File: src/rtl/booth_pkg.sv
// rtl/booth_pkg.sv - shared widths, FSM state encoding and product sign extension
// for the Booth multiply-accumulate stage.
package booth_pkg;

  localparam int DEF_WIDTH = 32;
  localparam int PROD_W    = 2 * DEF_WIDTH;
  localparam int DEF_ACC_W = 72;
  localparam int DEF_CNT_W = 16;
  localparam int SEXT_W    = 256;

  typedef enum logic [1:0] {
    IDLE  = 2'd0,
    ACCUM = 2'd1,
    HOLD  = 2'd2
  } state_t;

  // Replicates bit pw-1 of p into every higher bit; caller slices the width it needs.
  function automatic logic [SEXT_W-1:0] sext_prod(input logic [SEXT_W-1:0] p, input int pw);
    logic [SEXT_W-1:0] r;
    for (int i = 0; i < SEXT_W; i++) begin
      r[i] = (i < pw) ? p[i] : p[pw-1];
    end
    return r;
  endfunction

endpackage

File: src/rtl/booth_prod_accum_if.sv
// rtl/booth_prod_accum_if.sv - product input stream and frame result stream of the
// accumulate stage.
interface booth_prod_accum_if #(
  parameter int WIDTH = 32,
  parameter int ACC_W = 72,
  parameter int CNT_W = 16
);
  logic               in_valid;
  logic               in_ready;
  logic [2*WIDTH-1:0] in_p;
  logic               in_last;
  logic               out_valid;
  logic               out_ready;
  logic [ACC_W-1:0]   out_acc;
  logic [CNT_W-1:0]   out_cnt;
  logic               out_ovf;

  modport master (
    output in_valid, in_p, in_last, out_ready,
    input  in_ready, out_valid, out_acc, out_cnt, out_ovf
  );

  modport slave (
    input  in_valid, in_p, in_last, out_ready,
    output in_ready, out_valid, out_acc, out_cnt, out_ovf
  );
endinterface

File: src/rtl/booth_acc_add.sv
// rtl/booth_acc_add.sv - accumulator adder with signed overflow detect; ACC_SATURATE_EN
// selects clamping instead of wrap-around.
module booth_acc_add
  import booth_pkg::*;
#(
  parameter int ACC_W = DEF_ACC_W
) (
  input  logic [ACC_W-1:0] a,
  input  logic [ACC_W-1:0] b,
  output logic [ACC_W-1:0] sum,
  output logic             ovf
);

  logic [ACC_W-1:0] raw;

  assign raw = a + b;
  assign ovf = (a[ACC_W-1] == b[ACC_W-1]) && (raw[ACC_W-1] != a[ACC_W-1]);

`ifdef ACC_SATURATE_EN
  // On overflow the true result carries the common operand sign.
  assign sum = !ovf         ? raw :
               a[ACC_W-1]   ? {1'b1, {(ACC_W-1){1'b0}}} :
                              {1'b0, {(ACC_W-1){1'b1}}};
`else
  assign sum = raw;
`endif

endmodule

File: src/rtl/booth_prod_accum.sv
// rtl/booth_prod_accum.sv - streaming accumulate stage behind the Booth multiplier; sums
// a frame of products and holds the total until taken. ACC_SATURATE_EN enables clamping.
module booth_prod_accum
  import booth_pkg::*;
#(
  parameter int WIDTH = DEF_WIDTH,
  parameter int ACC_W = DEF_ACC_W,
  parameter int CNT_W = DEF_CNT_W
) (
  input  logic              clk,
  input  logic              rst_n,
  input  logic              acc_clr,
  booth_prod_accum_if.slave bus
);

  localparam int P_W = 2 * WIDTH;

  state_t            state;
  logic [ACC_W-1:0]  acc;
  logic [CNT_W-1:0]  cnt;
  logic              ovf;
  logic              valid_q;
  logic [SEXT_W-1:0] p_wide;
  logic [ACC_W-1:0]  p_ext;
  logic [ACC_W-1:0]  sum;
  logic              sum_ovf;
  logic              take;
  logic              unused_hi;

  assign p_wide    = sext_prod(SEXT_W'(bus.in_p), P_W);
  assign p_ext     = p_wide[ACC_W-1:0];
  assign unused_hi = ^p_wide[SEXT_W-1:ACC_W];

  // acc_clr wins over a same-cycle beat, so the beat must not look accepted.
  assign bus.in_ready = (state != HOLD) && !acc_clr;
  assign take         = bus.in_valid && bus.in_ready;

  assign bus.out_valid = valid_q;
  assign bus.out_acc   = acc;
  assign bus.out_cnt   = cnt;
  assign bus.out_ovf   = ovf;

  booth_acc_add #(.ACC_W(ACC_W)) u_add (
    .a   (acc),
    .b   (p_ext),
    .sum (sum),
    .ovf (sum_ovf)
  );

  always_ff @(posedge clk or negedge rst_n) begin
    if (!rst_n) begin
      state   <= IDLE;
      acc     <= '0;
      cnt     <= '0;
      ovf     <= 1'b0;
      valid_q <= 1'b0;
    end else if (acc_clr) begin
      state   <= IDLE;
      acc     <= '0;
      cnt     <= '0;
      ovf     <= 1'b0;
      valid_q <= 1'b0;
    end else begin
      case (state)
        IDLE: begin
          if (take) begin
            acc     <= p_ext;
            cnt     <= CNT_W'(1);
            ovf     <= 1'b0;
            state   <= bus.in_last ? HOLD : ACCUM;
            valid_q <= bus.in_last;
          end
        end
        ACCUM: begin
          if (take) begin
            acc <= sum;
            cnt <= (&cnt) ? cnt : cnt + 1'b1;
            ovf <= ovf | sum_ovf;
            if (bus.in_last) begin
              state   <= HOLD;
              valid_q <= 1'b1;
            end
          end
        end
        HOLD: begin
          if (bus.out_ready) begin
            state   <= IDLE;
            acc     <= '0;
            cnt     <= '0;
            ovf     <= 1'b0;
            valid_q <= 1'b0;
          end
        end
        default: begin
          state   <= IDLE;
          valid_q <= 1'b0;
        end
      endcase
    end
  end

endmodule

File: src/flat_wrapper.sv
// flat-port wrapper written by rule: the top's interface ports become plain ports
module booth_prod_accum_flat import booth_pkg::*;
#(
  parameter int WIDTH = DEF_WIDTH,
  parameter int ACC_W = DEF_ACC_W,
  parameter int CNT_W = DEF_CNT_W
)
  (clk, rst_n, acc_clr, bus_in_valid, bus_in_p, bus_in_last, bus_out_ready, bus_in_ready, bus_out_valid, bus_out_acc, bus_out_cnt, bus_out_ovf);
  booth_prod_accum_if #(.WIDTH(WIDTH), .ACC_W(ACC_W), .CNT_W(CNT_W)) bus_i ();
  input  logic clk;
  input  logic rst_n;
  input  logic acc_clr;
  input wire logic [$bits(bus_i.in_valid)-1:0] bus_in_valid;
  input wire logic [$bits(bus_i.in_p)-1:0] bus_in_p;
  input wire logic [$bits(bus_i.in_last)-1:0] bus_in_last;
  input wire logic [$bits(bus_i.out_ready)-1:0] bus_out_ready;
  output wire logic [$bits(bus_i.in_ready)-1:0] bus_in_ready;
  output wire logic [$bits(bus_i.out_valid)-1:0] bus_out_valid;
  output wire logic [$bits(bus_i.out_acc)-1:0] bus_out_acc;
  output wire logic [$bits(bus_i.out_cnt)-1:0] bus_out_cnt;
  output wire logic [$bits(bus_i.out_ovf)-1:0] bus_out_ovf;
  assign bus_i.in_valid = bus_in_valid;
  assign bus_i.in_p = bus_in_p;
  assign bus_i.in_last = bus_in_last;
  assign bus_i.out_ready = bus_out_ready;
  assign bus_in_ready = bus_i.in_ready;
  assign bus_out_valid = bus_i.out_valid;
  assign bus_out_acc = bus_i.out_acc;
  assign bus_out_cnt = bus_i.out_cnt;
  assign bus_out_ovf = bus_i.out_ovf;
  booth_prod_accum #(.WIDTH(WIDTH), .ACC_W(ACC_W), .CNT_W(CNT_W)) u_core (.clk(clk), .rst_n(rst_n), .acc_clr(acc_clr), .bus(bus_i));
endmodule
File: config.mk
export PLATFORM = sky130hd
export DESIGN_NAME = booth_prod_accum_flat
export DESIGN_NICKNAME = d
export VERILOG_FILES = /design/src/rtl/booth_pkg.sv /design/src/rtl/booth_prod_accum_if.sv /design/src/rtl/booth_acc_add.sv /design/src/rtl/booth_prod_accum.sv /design/src/flat_wrapper.sv
export SDC_FILE = /design/constraint.sdc
export NUM_CORES = 1
export LEC_CHECK = 0
export ABC_AREA = 1
export CORE_MARGIN = 2
export CORE_UTILIZATION = 57
export CTS_CLUSTER_DIAMETER = 60
export DETAILED_ROUTE_END_ITERATION = 7
export PLACE_DENSITY_LB_ADDON = 0.3
export SKIP_LAST_GASP = 1
export SYNTH_ARGS = -nofsm -noshare
export SYNTH_HDL_FRONTEND = slang
export SYNTH_HIERARCHICAL = 1
export SYNTH_SLANG_ARGS = --single-unit
File: constraint.sdc
create_clock -name clk -period 2.8 [get_ports clk]
set_input_delay 0.56 -clock clk [delete_from_list [all_inputs] [get_ports clk]]
set_output_delay 0.56 -clock clk [all_outputs]
set_load 0.02 [all_outputs]
== Word level (Yosys, flattened, before mapping) ==
Cells that the tools add are included.
W data, S select, Z words.

* $add $sub $neg: 2
* Equality and inequality tests: 10
* Mux-type cells: 28
* Bitwise gates (word level): 1
* Reductions and logical operators: 10

{| class="wikitable"
|+ Operators with widths
! cell !! count
|-
| $mux W72 || 4
|-
| $pmux W72 S3 || 1
|-
| $mux W16 || 5
|-
| $add A72 B72 Y72 || 1
|-
| $pmux W16 S3 || 1
|-
| $add A16 B1 Y16 const B || 1
|-
| $reduce_and A16 Y1 || 1
|-
| $mux W2 || 6
|-
| $ne A3 B3 Y1 const B || 3
|-
| $mux W1 || 8
|-
| $reduce_and A4 Y1 || 2
|-
| $ne A3 B2 Y1 const B || 2
|-
| $pmux W1 S3 || 2
|-
| $pmux W2 S3 || 1
|-
| $reduce_and A5 Y1 || 1
|-
| $reduce_bool A4 Y1 || 1
|-
| $logic_and A1 B1 Y1 || 3
|-
| $eq A2 B1 Y1 const B || 1
|-
| $eq A2 B2 Y1 const B || 1
|-
| $logic_not A2 Y1 || 1
|-
| $ne A2 B2 Y1 const B || 1
|-
| $eq A1 B1 Y1 || 1
|-
| $logic_not A1 Y1 || 1
|-
| $ne A1 B1 Y1 || 1
|-
| $or A1 B1 Y1 || 1
|}

* Flip-flop bits (word level): 92
* Bits of input ports: 70

== Logic depth before layout (Yosys ltp) ==
Gate-level depths: netlist of run 1.

* Word-level depth: 7
* Mapped depth: 19

== By module ==
The synthesis of run 1 kept the hierarchy.

{| class="wikitable"
|+ By module, submodules not included
! module !! instances !! cells each !! area each (um^2) !! seq. area each (um^2)
|-
| booth_acc_add || 1 || 1306 || 6188.4 || 0.0
|-
| booth_prod_accum || 1 || 541 || 4639.4 || 2277.2
|}

== Worst setup path after synthesis of run 1 ==
Ideal clock, no wire load.

* Kind: input port to flip-flop
* From: input port bus_in_p[0]
* To: register u_core.acc[70], in the netlist u_core/bus.out_acc[70]
* Setup time: 0.083 ns
* Arrival time: 2.322 ns
* Data required time: 2.717 ns
* Slack: 0.396 ns
* Stages: 17
* Buffers on the path: 0
* Path through: ha_1 -> fa_1 -> nand3_1 -> nand3_1 -> nand2_1 -> nand2_1 -> nand2_1 -> nand3_2 -> nand2_1 -> nand2_2 -> nand2_2 -> nand3_1 -> nand2_1 -> nand2_1 -> nand2_1 -> nand2_1 -> o21ai_0

* Cells in the longest elaborated chain, start to end: 4

{| class="wikitable"
|+ Ends and longest elaborated chain
! what !! line !! source
|-
| start, declared || flat_wrapper.sv:14 || <nowiki>input wire logic [$bits(bus_i.in_p)-1:0] bus_in_p;</nowiki>
|-
| $add A72 B72 Y72 || booth_acc_add.sv:16 || <nowiki>assign raw = a + b;</nowiki>
|-
| named net u_core.sum[70] || booth_prod_accum.sv:25 || <nowiki>logic [ACC_W-1:0] sum;</nowiki>
|-
| $mux W72 || booth_prod_accum.sv:75 || <nowiki>if (take) begin</nowiki>
|-
| $pmux W72 S3 || booth_prod_accum.sv:64 || <nowiki>case (state)</nowiki>
|-
| $mux W72 || booth_prod_accum.sv:57 || <nowiki>end else if (acc_clr) begin</nowiki>
|-
| end signal, assigned || booth_prod_accum.sv:67 || <nowiki>acc <= p_ext;</nowiki>
|-
| end signal, assigned || booth_prod_accum.sv:76 || <nowiki>acc <= sum;</nowiki>
|-
| end, declared || booth_prod_accum.sv:19 || <nowiki>logic [ACC_W-1:0] acc;</nowiki>
|}

The timed path passes the listed nets, and every way through them passes these cells. The select of a mux whose other input is x is not followed.
A chain may end at the register's enable or synchronous reset.

== Final worst setup path of run 1 ==
* From: input port bus_in_p[3]
* To: register u_core.acc[49], in the netlist u_core/bus.out_acc[49]

Same word-level chain as after synthesis.

==> summary.txt, run 1 <==
Global routing
  • Gr usage total: 0.382
  • Overflow after GRT: 0
  • Largest net degree at the start of global routing: 63
  • Vias in the first global route: around 12k
  • Initial antenna violation count: 0
  • Global-route wire length before repair: just over 60000 µm

Finish
  • Finished Layout Cells: 2414
  • N_diodes: 0
  • Commonest non-fill, non-tap cell in the layout: nand2_1
  • Most frequent cells in the layout: 670 x nand2_1, 317 x inv_1, 190 x buf_4, 155 x clkdlybuf4s50_1, 131 x nor2_1
  • Fin nets: roughly 2.3k
  • Area Growth Syn to Fin: 36.6%
  • Share of cells above drive strength 1: 0.168

Synth
  • Cell variety after synth: 40
  • Cells after Synth: around 1.8k
  • Mapped Area: 0.0108 mm²
  • #FFs+latches synth: just over 90
  • Main synth FF type: dfrtp_1
  • Seq/Total Area, Yosys: 0.210
  • Syn. warnings: 6
  • Post-synthesis area per instance: 5.86 µm²
  • Async SR Flop Fraction: 1.00
  • EDFF count, synth: 0
  • Syn nets: around 2.0k

Timing
  • Final-report hold violation count: 0
  • Max-slew headroom: 0.607
  • Slew Limit Fails: 0
  • Fmax: 357 MHz
  • RSZ-0062 raised after global routing: true
  • Final setup violation count: 0
  • Fin crit share: 0.999
  • Clock Skews: 16.5 ps
  • Measured slew at the worst slew-check pin: slightly below 600 ps
  • Fin Hold WS: 110 ps
  • Final setup margin: 2.24 ps
  • Fin Setup TNS: 0 ps
  • Min Tclk post-route: about 2800 ps

Worst setup path
  • Biggest cell delay along the critical path: 460 ps
  • Type of element capturing the critical path: flip-flop
  • Critical path peak fanout: 3
  • Cells along the critical path: clkdlybuf4s50_1 -> ha_1 -> nand2_2 -> inv_1 -> nand2_1 -> nand2_1 -> nand2_1 -> nand3_1 -> nand2_1 -> nand2_2 -> nand2_1 -> nand2_2 -> buf_4 -> nand2_1 -> nand2_1 -> nand2_1 -> nand2_1 -> a22oi_1 -> o21ai_1
  • Crit. path cell count: 19
  • Worst Reg-to-Reg Cells: 18
  • Cell family with most CP delay: simple AND/OR/NAND/NOR gates
  • Setup Crit Path Kind: input pin to flip-flop
  • Req. time, crit path: between 3000 and 4000 ps
  • Most frequent CP cell: nand2_1
  • Slowest-stage cell, CP: clkdlybuf4s50_1
  • Buf+Inv Stages, Crit Path: 3
  • Startpoint type of the worst setup path: input pin
  • Crit path arrival time: 3050 ps
  • R2r setup slk: ~220 ps

Route
  • DRC viols: 0
  • Initial DRC count: 1470
  • Wire per inst: 17.9 µm
  • Drt via density: between 5 and 6
  • Post-DRT Antenna Nets: 0
  • Via total after detailed routing: between 10k and 15k
  • Router iterations before antenna repair: 7
  • Final wirelength: around 43000 µm

Floorplanning
  • Die Wd: 142 µm
  • Die Y: ~140 µm
  • Die area: ~0.02 mm²
  • I/O pins: roughly 160
  • Row count: 50
  • Core box area: 0.0186 mm²
  • Starting Density: 0.581

Clock network
  • Clk slew on worst S/H paths: 80 ps
  • TritonCTS buffer count: 9
  • Clk buf depth: 2
  • H-tree depth: 3
  • Later-pin clock latency in the skew report: ~370 ps
  • TritonCTS clock tree: done
  • Hold_buf cts: 0
  • Clk sink count: 91
  • Root buf cell: clkbuf_16

Placed design
  • Post-DP HPWL: 31100 µm
  • Final Wtd Congestion: between 0.9 and 1
  • Post-Place Setup Slack: -362 ps
  • Placed Cells: approximately 2.4k
  • I/O Buffers: 160

Power
  • VDD IR max: approximately 0.0010 V
  • P_leak: roughly 7.6 nW
  • Pwr/cell area: 1040 mW/mm²

Outcome
  • Status: completed

Min path
  • Hold crit path type: input pin to asynchronous set/reset pin

Flow run
  • Max-cap violations: 0
registers in the layout, indices dropped and copies added (netlist names):
| signal | cells |
|---|---|
| u_core/bus.out_acc | 72 |
| u_core/bus.out_cnt | 16 |
| u_core/bus.out_ovf | 1 |
| u_core/bus.out_valid | 1 |
| u_core/state | 1 |
power breakdown:
group	total, W	internal (W)	switching, W
logic	0.0117	0.00471	0.00701
clock network	0.00132	0.000631	0.000687
registers	0.00234	0.00178	0.000557
total	0.0154	0.00712	0.00825
synthesized netlist by cell type, drive strengths merged, types with 2 or more instances:
library cell,number,area [µm²]
nand2,715,2770
inv,324,1220
nor2,171,737
o21ai,117,616
dfrtp,91,2280
nand3,84,473
a21oi,79,395
ha,75,938
a22oi,64,480
xor2,36,315
buf,28,215
nor3,23,115
clkbuf,8,36.3
nand4,6,37.5
o21bai,6,48.8
xnor2,5,43.8
a31oi,4,25.0
and2,2,12.5
or2,2,12.5
stage by stage:
| stage | total power, W | area, µm² | util |
|---|---|---|---|
| floorplan | 0.00858 | 10800 | - |
| global placement | 0.0126 | 14000 | 0.750 |
| detailed placement | 0.0129 | 14000 | 0.750 |
| CTS | 0.0143 | 14300 | 0.766 |
| global route | 0.0162 | 14800 | 0.793 |
| finish | 0.0154 | 14800 | 0.793 |
kinds of logic (layout without fill, tap and decap cells):
kind of cell             count (synthesis)  after routing  share of synthesized area
AND/OR/NAND/NOR                       1004           1004                      0.385
XOR/XNOR                                41             41                     0.0332
adder cells (fa/ha/maj)                 76             76                     0.0885
flip-flops                              91             91                      0.210
buffers and inverters                  361            694                      0.136
AO/OA/AOI/OAI                          274            274                      0.147
cell type report:
class                      count  area [µm²]
tap                          234         293
multi-input combinational   1395        7600
sequential                    91        2280
timing repair buffer         353        3110
clock buffer                   9         225
clock inverter                 7        67.6
inverter                     325        1220
fill                        1341        3850
repair_timing:
item | in CTS | in global routing
endpoints found under the setup margin | 1 | 29
resized for setup | 1 | 95
setup buffers | 0 | 0
pin swaps | 0 | 4
final timing paths:
check                                       start                     end
max in group asynchronous                   rst_n  u_core/bus.out_acc[23]
hold reg to reg            u_core/bus.out_acc[56]  u_core/bus.out_acc[56]
setup reg to reg            u_core/bus.out_acc[3]  u_core/bus.out_acc[49]
setup / recovery                      bus_in_p[3]  u_core/bus.out_acc[49]
min in group clk           u_core/bus.out_acc[56]  u_core/bus.out_acc[56]
hold / removal                              rst_n  u_core/bus.out_acc[33]
layer usage:
metal	vias up	global-route usage	wire length, µm
li1	6437	-	-
met1	6220	0.486	16800
met2	950	0.646	19500
met3	211	0.0543	4320
met4	0	0.166	2590
met5	-	0	0
No activity file was read; power rests on OpenSTA's default activity.
==> run 2: changes to the inputs <==
Settings changed: CORE_UTILIZATION 57 to 60, DONT_BUFFER_PORTS set to 1.
==> run 2 against run 1 <==
Fmax is 5.0% higher. Clock-buffer cell count unchanged. Combinational power shrank 28%. Hold slack worse by 39 ps. Non-clock buffer count down 312. Register-to-register slack got worse by 80 ps. Die area is 4.9% lower. Final area fell by 21%. Critical path depth fell by 5. Via count fell by 17%. Sequential power rose by 11%.
==> summary.txt, run 2 (synthesized netlist as in run 1, its figures left out) <==
Clock network
  • TritonCTS clock tree: done
  • Clk slew on worst S/H paths: ~80 ps
  • Root buf cell: clkbuf_16
  • Later-pin clock latency in the skew report: between 300 and 400 ps
  • Setup Buffers After CTS: 0
  • H-tree depth: 3
  • TritonCTS buffer count: 9
  • Clk sink count: 91
  • Clk buf depth: 2

Timing
  • Fmax: roughly 380 MHz
  • Min Tclk post-route: 2660 ps
  • Final-report hold violation count: 0
  • Fin crit share: 0.952
  • Clock Skews: 12.0 ps
  • Slew Limit Fails: 0
  • Final setup violation count: 0
  • Fin Hold WS: 70.7 ps
  • Final setup margin: 135 ps
  • Max-slew headroom: 0.559
  • Fin Setup TNS: 0 ps
  • Measured slew at the worst slew-check pin: ~650 ps
  • RSZ-0062 raised after global routing: false

Route
  • Met2 WL: approximately 15000 µm
  • Met1 WL: approximately 15000 µm
  • Post-DRT Antenna Nets: 0
  • Met3 Routed Length: 2910 µm
  • Highest routed metal layer: met4
  • DRC viols: 0
  • Router iterations before antenna repair: 6
  • Wire per inst: ~16 µm
  • Via total after detailed routing: roughly 12k
  • Initial DRC count: around 940
  • Final wirelength: approximately 34000 µm
  • Drt via density: 5.49

Worst setup path
  • Slowest-stage cell, CP: dfrtp_1
  • Biggest cell delay along the critical path: 470 ps
  • Cell family with most CP delay: compound AO/OA/AOI/OAI gates
  • Most frequent CP cell: nand2_1
  • Buf+Inv Stages, Crit Path: 1
  • Crit path arrival time: roughly 2900 ps
  • Cells along the critical path: ha_1 -> nand2_1 -> inv_1 -> a21oi_1 -> o21ai_0 -> nand2_1 -> nand2_1 -> a21oi_1 -> nand3_1 -> nand2_1 -> nand2_1 -> nand2_1 -> nand2_1 -> o21ai_0
  • Type of element capturing the critical path: flip-flop
  • Req. time, crit path: 3070 ps
  • Critical path peak fanout: 4
  • Setup Crit Path Kind: flip-flop to flip-flop
  • Startpoint type of the worst setup path: flip-flop

Floorplanning
  • Die Wd: 138 µm
  • Die area: between 0.015 and 0.02 mm²
  • I/O pins: between 150 and 200
  • Starting Density: 0.607
  • Core box area: 0.0178 mm²
  • Die Y: about 140 µm
  • Row count: 49

Power
  • Sw power: ~0.0070 W
  • Gate power share: 0.673
  • Clk pwr share: 0.118
  • Switch share: 0.565
  • Internal Power: about 0.0054 W
  • Pwr/cell area: roughly 1100 mW/mm²
  • P_leak: 6.30 nW
  • VDD IR max: slightly above 0.0008 V
  • Seq pwr share: 0.209

Finish
  • Share of cells above drive strength 1: 0.0787
  • Fin nets: ~2.0k
  • Max reg flops: slightly above 70
  • N_diodes: 0
  • Commonest non-fill, non-tap cell in the layout: nand2_1
  • Most frequent cells in the layout: 683 x nand2_1, 318 x inv_1, 149 x nor2_1, 91 x dfrtp_1, 78 x a21oi_1
  • Area Growth Syn to Fin: 7.95%

Placed design
  • Post-DP HPWL: between 20000 and 30000 µm
  • Post-Place Setup Slack: 63.9 ps
  • I/O Buffers: 0
  • Final Wtd Congestion: between 1 and 1.5

Global routing
  • Overflow after GRT: 0
  • Vias in the first global route: between 10k and 15k
  • Initial antenna violation count: 0
  • Largest net degree at the start of global routing: 119
  • Global-route wire length before repair: ~54000 µm
  • Gr usage total: 0.343

Min path
  • Hold crit path type: input pin to asynchronous set/reset pin

Outcome
  • Status: completed

Flow run
  • Max-cap violations: 0
[run 2: cell types whose count changed in the layout (fill, tap and decap cells not counted), moves of 10 or more]
cell,change
nand2_2,-10
a21oi_1,+11
a21oi_2,-11
nand2_1,+13
ha_1,+18
nor2_1,+18
ha_4,-17
nor2_2,-15
clkdlybuf4s50_1,-155
buf_4,-152
[run 2: per-stage QoR]
step,instances,util,area [µm²],total power (W)
after detailed placement,2080,0.628,11200,0.0106
after floorplan,1847,-,10800,0.00858
after global routing,2097,0.655,11700,0.0135
after CTS,2097,0.649,11600,0.0122
final,2097,0.655,11700,0.0124
after global placement,2080,0.628,11200,0.0106
[run 2: routing by layer]
metal | GRT usage | up-vias
li1 | - | 5814
met1 | 0.464 | 5174
met2 | 0.543 | 473
met3 | 0.0655 | 60
met4 | 0.135 | 0
met5 | 0 | -
[run 2: timing repair]
action	4_1_cts	5_1_grt
gates resized for setup	0	13
setup endpoints to repair	0	11
endpoints found under the hold margin	91	0
hold buffers	1	0
[run 2: final timing paths]
kind	end	slack, ps	cells past startpoint	start
worst min-delay path	u_core/bus.out_acc[50]	70	1	rst_n
min in group clk	u_core/bus.out_cnt[4]	360	3	acc_clr
max in group asynchronous	u_core/bus.out_acc[66]	2240	1	rst_n
worst max register to register	u_core/bus.out_acc[63]	140	14	u_core/bus.out_acc[37]
worst min register to register	u_core/state[0]	530	2	u_core/state[0]
worst max-delay path	u_core/bus.out_acc[63]	140	14	u_core/bus.out_acc[37]
[run 2: final cells by class]
class                      count  area, µm²
clock inverter                 7        121
timing repair buffer          41        353
sequential                    91       2280
inverter                     325       1220
tap                          229        287
multi-input combinational   1395       7200
clock buffer                   9        225
fill                        1760       6150
[run 2: power groups by stage]
stage | Sequential, W | Combinational, W | Clock, W
final | 0.00260 | 0.00837 | 0.00147
after global routing | 0.00267 | 0.00925 | 0.00154
after CTS | 0.00257 | 0.00811 | 0.00151
after detailed placement | 0.00259 | 0.00803 | 0
after global placement | 0.00258 | 0.00798 | 0
after floorplan | 0.00271 | 0.00587 | 0
==> run 3: changes to the inputs <==
Settings changed: PLACE_DENSITY_LB_ADDON 0.3 to 0.25.
==> run 3 against run 2 <==
Combinational power fell by 0.7%. Highest routed layer unchanged. Final area shrank 0.55%. Worst setup slack improved by 7.2 ps. Critical path type unchanged.
==> summary.txt, run 3 (synthesized netlist as in run 1, its figures left out) <==
Outcome
  • Status: completed

Finish
  • Share of cells above drive strength 1: 0.0787
  • Max reg flops: 72
  • Fin nets: approximately 2k
  • N_diodes: 0
  • Most frequent cells in the layout: 682 x nand2_1, 318 x inv_1, 147 x nor2_1, 91 x dfrtp_1, 78 x a21oi_1
  • Layout Utilization: 0.652
  • Finished Layout Cells: approximately 2.1k
  • Filler instances: around 1.7k
  • Area Growth Syn to Fin: 7.36%
  • Commonest non-fill, non-tap cell in the layout: nand2_1

Power
  • Pwr/cell area: around 1100 mW/mm²
  • Clk pwr share: 0.110
  • Total power draw: approximately 0.012 W
  • Gate power share: 0.679
  • Switch share: 0.575
  • P_leak: 6.29 nW
  • Seq pwr share: 0.212
  • Internal Power: between 0.005 and 0.006 W
  • Sw power: around 0.0070 W
  • VDD IR max: 0.00142 V

Timing
  • Slew Limit Fails: 0
  • RSZ-0062 raised after global routing: true
  • Measured slew at the worst slew-check pin: 529 ps
  • Max-slew headroom: 0.647
  • Fin Setup TNS: 0 ps
  • Min Tclk post-route: ~2700 ps
  • Fmax: around 380 MHz
  • Final setup violation count: 0
  • Fin Hold WS: between 80 and 90 ps
  • Fin crit share: 0.949
  • Clock Skews: 7.27 ps
  • Final-report hold violation count: 0

Floorplanning
  • Die Wd: roughly 140 µm
  • Die Y: about 140 µm
  • Die area: between 0.015 and 0.02 mm²
  • Row count: between 40 and 50
  • Core box area: about 0.018 mm²
  • I/O pins: around 160
  • Starting Density: 0.607

Clock network
  • Clk sink count: slightly above 90
  • Root buf cell: clkbuf_16
  • Later-pin clock latency in the skew report: 360 ps
  • TritonCTS buffer count: 9
  • Clk buf depth: 2
  • TritonCTS clock tree: done
  • Clk slew on worst S/H paths: 70 ps
  • H-tree depth: 3

Worst setup path
  • Reg2Reg Capture Point: u_core/bus.out_acc[63]
  • Reg2reg start: u_core/bus.out_acc[22]
  • Most frequent CP cell: nand2_1
  • R2r setup slk: 140 ps
  • CP Capture Point: u_core/bus.out_acc[63]
  • Crit path launch: u_core/bus.out_acc[22]
  • Crit path arrival time: ~3000 ps
  • Cells along the critical path: ha_1 -> nand2_1 -> inv_1 -> nand2_1 -> nand2_1 -> a21oi_1 -> nand3_2 -> nand2_1 -> nand2_2 -> nand2_1 -> nand3_1 -> nand2_1 -> nand2_1 -> nand2_1 -> nand2_1 -> o21ai_0
  • Crit. path cell count: 16
  • Type of element capturing the critical path: flip-flop
  • Slowest-stage cell, CP: dfrtp_1
  • Startpoint type of the worst setup path: flip-flop
  • Buf+Inv Stages, Crit Path: 1
  • Setup Crit Path Kind: flip-flop to flip-flop
  • Cell family with most CP delay: simple AND/OR/NAND/NOR gates
  • Worst Reg-to-Reg Cells: 16
  • Req. time, crit path: approximately 3100 ps
  • Critical path peak fanout: 4
  • Biggest cell delay along the critical path: 470 ps

Placed design
  • Final Wtd Congestion: around 1.0
  • I/O Buffers: 0
  • Placed Cells: between 2k and 2.5k
  • Post-DP HPWL: ~27000 µm

Route
  • DRC viols: 0
  • Post-DRT Antenna Nets: 0
  • Via total after detailed routing: about 11k
  • Initial DRC count: 889
  • Wire per inst: 16.2 µm
  • Router iterations before antenna repair: 5
  • Final wirelength: ~34000 µm
  • Drt via density: around 5.5

Global routing
  • Gr usage total: 0.345
  • Vias in the first global route: roughly 11k
  • Largest net degree at the start of global routing: about 120
  • Overflow after GRT: 0
  • Initial antenna violation count: 0
  • Global-route wire length before repair: ~54000 µm

Flow run
  • Max-cap violations: 0

Min path
  • Hold crit path type: input pin to asynchronous set/reset pin
[run 3: cell count changes in the layout (fill, tap and decap cells not counted), moves of 2 or more]
| cell | previous run | this run |
|---|---|---|
| bufinv_16 | 3 | 1 |
| ha_1 | 66 | 70 |
| ha_4 | 8 | 3 |
| nor2_1 | 149 | 147 |
| nor2_4 | 10 | 12 |
[run 3: worst min path at each step]
stage / from / endpoint / depth (start not counted)
final: rst_n / u_core/bus.out_acc[45] / 1
after global routing: rst_n / u_core/bus.out_acc[45] / 1
after CTS: rst_n / u_core/bus.out_acc[49] / 1
after detailed placement: rst_n / u_core/bus.out_acc[33] / 0
after global placement: rst_n / u_core/bus.out_acc[33] / 0
after floorplan: rst_n / u_core/bus.out_acc[0] / 0
[run 3: final cells by class]
cell class / count / area, µm² / area share
Tap cell: 229 / 287 / 0.0246
Clock inverter: 6 / 68.8 / 0.00592
Sequential cell: 91 / 2280 / 0.196
Multi-Input combinational cell: 1395 / 7170 / 0.616
Timing Repair Buffer: 41 / 365 / 0.0314
Clock buffer: 10 / 239 / 0.0206
Inverter: 325 / 1220 / 0.105
[run 3: metal layers]
layer,GRT usage,wire [µm],share of wire
met1,0.463,14700,0.43
met2,0.554,15300,0.45
met3,0.0748,2900,0.086
met4,0.120,933,0.028
met5,0,0,0
[run 3: power by group through the flow]
stage                     clock network [W]  logic (W)  registers [W]
final                               0.00134    0.00831        0.00259
after detailed placement                  0    0.00800        0.00261
after global placement                    0    0.00794        0.00260
after global routing                0.00141    0.00920        0.00265
after floorplan                           0    0.00587        0.00271
after CTS                           0.00137    0.00810        0.00258
[run 3: timing repair]
action / 4_1_cts / 5_1_grt
resized for setup: 0 / 15
hold buffers: 1 / 0
endpoints found under the setup margin: 0 / 6
hold endpoints to repair: 91 / 0
buffers inserted: 0 / 0
[run 3: per-stage QoR]
stage               setup slack (ps)  cell area, µm²
CTS                              154           11600
global route                   -10.8           11600
detailed placement               104           11200
floorplan                        396           10800
finish                           142           11600
global placement                 139           11200
==> patch (flow settings as in run 3) <==
Change the package constant `DEF_CNT_W` from 16 to 20.
--- a/src/rtl/booth_pkg.sv
+++ b/src/rtl/booth_pkg.sv
@@ -5,7 +5,7 @@
   localparam int DEF_WIDTH = 32;
   localparam int PROD_W    = 2 * DEF_WIDTH;
   localparam int DEF_ACC_W = 72;
-  localparam int DEF_CNT_W = 16;
+  localparam int DEF_CNT_W = 20;
   localparam int SEXT_W    = 256;
 
   typedef enum logic [1:0] {
Interface: changed (resized bus_out_cnt); port bits go from 161 to 165. The function was not compared with the original's and may differ.
==> patch against run 3 <==
- synthesized area grew 3.2%
- sequential cell count grew 4
- critical path type unchanged
- synthesized cell count grew 3.4%
- worst hold slack gained 0.024 ns
- cell area grew 2.3%
- cell count grew 2.4%
- via count grew 5.3%
- core utilization grew 0.39 points
- power shrank 5.9%
- setup slack gained 0.050 ns
- largest power group unchanged
- wire length grew 5.9%
==> patch: results (changes against run 3) <==
| Metric | Value |
|---|---|
| Pwr/cell area | `968 nW/um2 (-8.0%)` |
| Worst voltage drop across the vdd grid | `0.000505 V (-65%)` |
| Detail Placement HPWL | `28600 um (+7.0%)` |
| Final period util | `93.1% (-1.8 points)` |
| Fraction of the yosys area taken by sequential cells | `21.3% (+0.24 points)` |
| Final-stage net count | `2060 (+2.5%)` |
| Worst Max-Slew Pin Slew | `0.801 ns (+0.272 ns)` |
| Top_reg_cell synth | `sky130_fd_sc_hd__dfrtp_1` |
| Gr usage total | `36.1% (+1.5 points)` |
| Layout cell share with drive strength beyond 1 | `6.62% (-1.3 points)` |
| Worst-path clk slew | `~0.080 ns` |
| Root buffer selected by CTS | `sky130_fd_sc_hd__clkbuf_16` |
| Post-CTS setup buffers | `0 (unchanged)` |
| Cell with the largest stage delay on the worst path | `sky130_fd_sc_hd__dfrtp_1` |
| Synth warn | `6 (unchanged)` |
| Average via count per standard cell | `5.63 (+2.8%)` |
| Combinational share of power | `66.2% (-1.7 points)` |
| # fillers | `1765 (+1.4%)` |
| Sequential power | `2.56 mW` |
| Overall routed net length | `35900 um (+5.9%)` |
| Most frequent cells after synthesis | `sky130_fd_sc_hd__nand2_1, sky130_fd_sc_hd__inv_1, sky130_fd_sc_hd__nor2_1` |
| Power spent charging and discharging nets | `6.62 mW (-5.9%)` |
| Number of port buffers | `0 (unchanged)` |
| Slowest Stage Delay on Critical Path | `0.48 ns` |
| Starting DRC count in detailed routing | `1022 (+15%)` |
| Antenna violations before repair | `0 (unchanged)` |
| Clock latency on the worst-skew pair | `0.36 ns (about the same)` |
| Maximum number of pins on one net before global-route repair | `96 (-17%)` |
| Result of the run | `complete, no violations` |
| First-pass GRT wire length | `56800 um (+6.1%)` |
| First-pass detailed-route iteration total | `6 (+1)` |
| CTS max path bufs | `2 (unchanged)` |
| Final weighted congestion of routability-driven global placement | `1.01 (-1.4%)` |
| Highest net fanout along the worst path | `4 (unchanged)` |
| Worst clock skew on the final layout | `0.00848 ns (+0.00120 ns)` |
| Wirelength per Cell | `16.7 um (+3.4%)` |
| Maximum level of the CTS H-tree | `3 (unchanged)` |
| Crit path DAT | `2.84 ns (-0.10 ns)` |
| Number of buffers inserted during clock tree synthesis | `9 (unchanged)` |
| Cells taking the most area after synthesis | `sky130_fd_sc_hd__nand2_1, sky130_fd_sc_hd__dfrtp_1, sky130_fd_sc_hd__inv_1` |
| Synthesized area per cell | `5.86 um2 (-0.12%)` |
| Static Leakage | `6.36 nW (+1.3%)` |
| Placed cell area | `11500 um2 (+2.9%)` |
| Pre-CTS setup slack | `0.112 ns (+0.00820 ns)` |
| Number of global-route vias before repair | `11200 (+4.2%)` |
patch: cells by family after synthesis:
kind of cell	after synthesis	share of synthesized area, %
adder cells (fa/ha/maj)	76	8.57
AND/OR/NAND/NOR	1037	38.5
XOR/XNOR	39	3.06
AO/OA/AOI/OAI	274	14.8
buffers and inverters	388	13.8
flip-flops	95	21.3
patch: what timing repair did:
action,4_1_cts,5_1_grt
setup endpoints to repair,0,2
hold buffers,1,0
endpoints found under the hold margin,95,0
gates resized for setup,0,4
patch: final timing paths:
check	startpoint	to	slack [ns]	cells after the start
max in group asynchronous	rst_n	u_core/bus.out_acc[46]	2.25	1
worst min-delay path	rst_n	u_core/bus.out_acc[15]	0.11	1
worst min register to register	u_core/state[0]	u_core/state[0]	0.63	2
min in group clk	acc_clr	u_core/bus.out_cnt[6]	0.37	3
worst max-delay path	u_core/bus.out_acc[16]	u_core/bus.out_acc[52]	0.19	14
worst max register to register	u_core/bus.out_acc[16]	u_core/bus.out_acc[52]	0.19	14
patch: metal layers:
metal	routed length [um]	share of wire (%)	up-vias	GRT usage, %
met5	0	0	-	0
met4	1120	3.1	0	11.7
met3	3700	10	67	8.21
met2	16000	45	510	59.0
met1	15000	42	5496	47.4
li1	-	-	6020	-
patch: final cells by class:
type	count	area (um2)	share of cell area [%]
Timing Repair Buffer	37	348	2.92
Clock inverter	6	75.1	0.631
Sequential cell	95	2380	20.0
Multi-Input combinational cell	1426	7280	61.2
Tap cell	229	287	2.41
Clock buffer	10	229	1.92
Inverter	345	1300	11.0
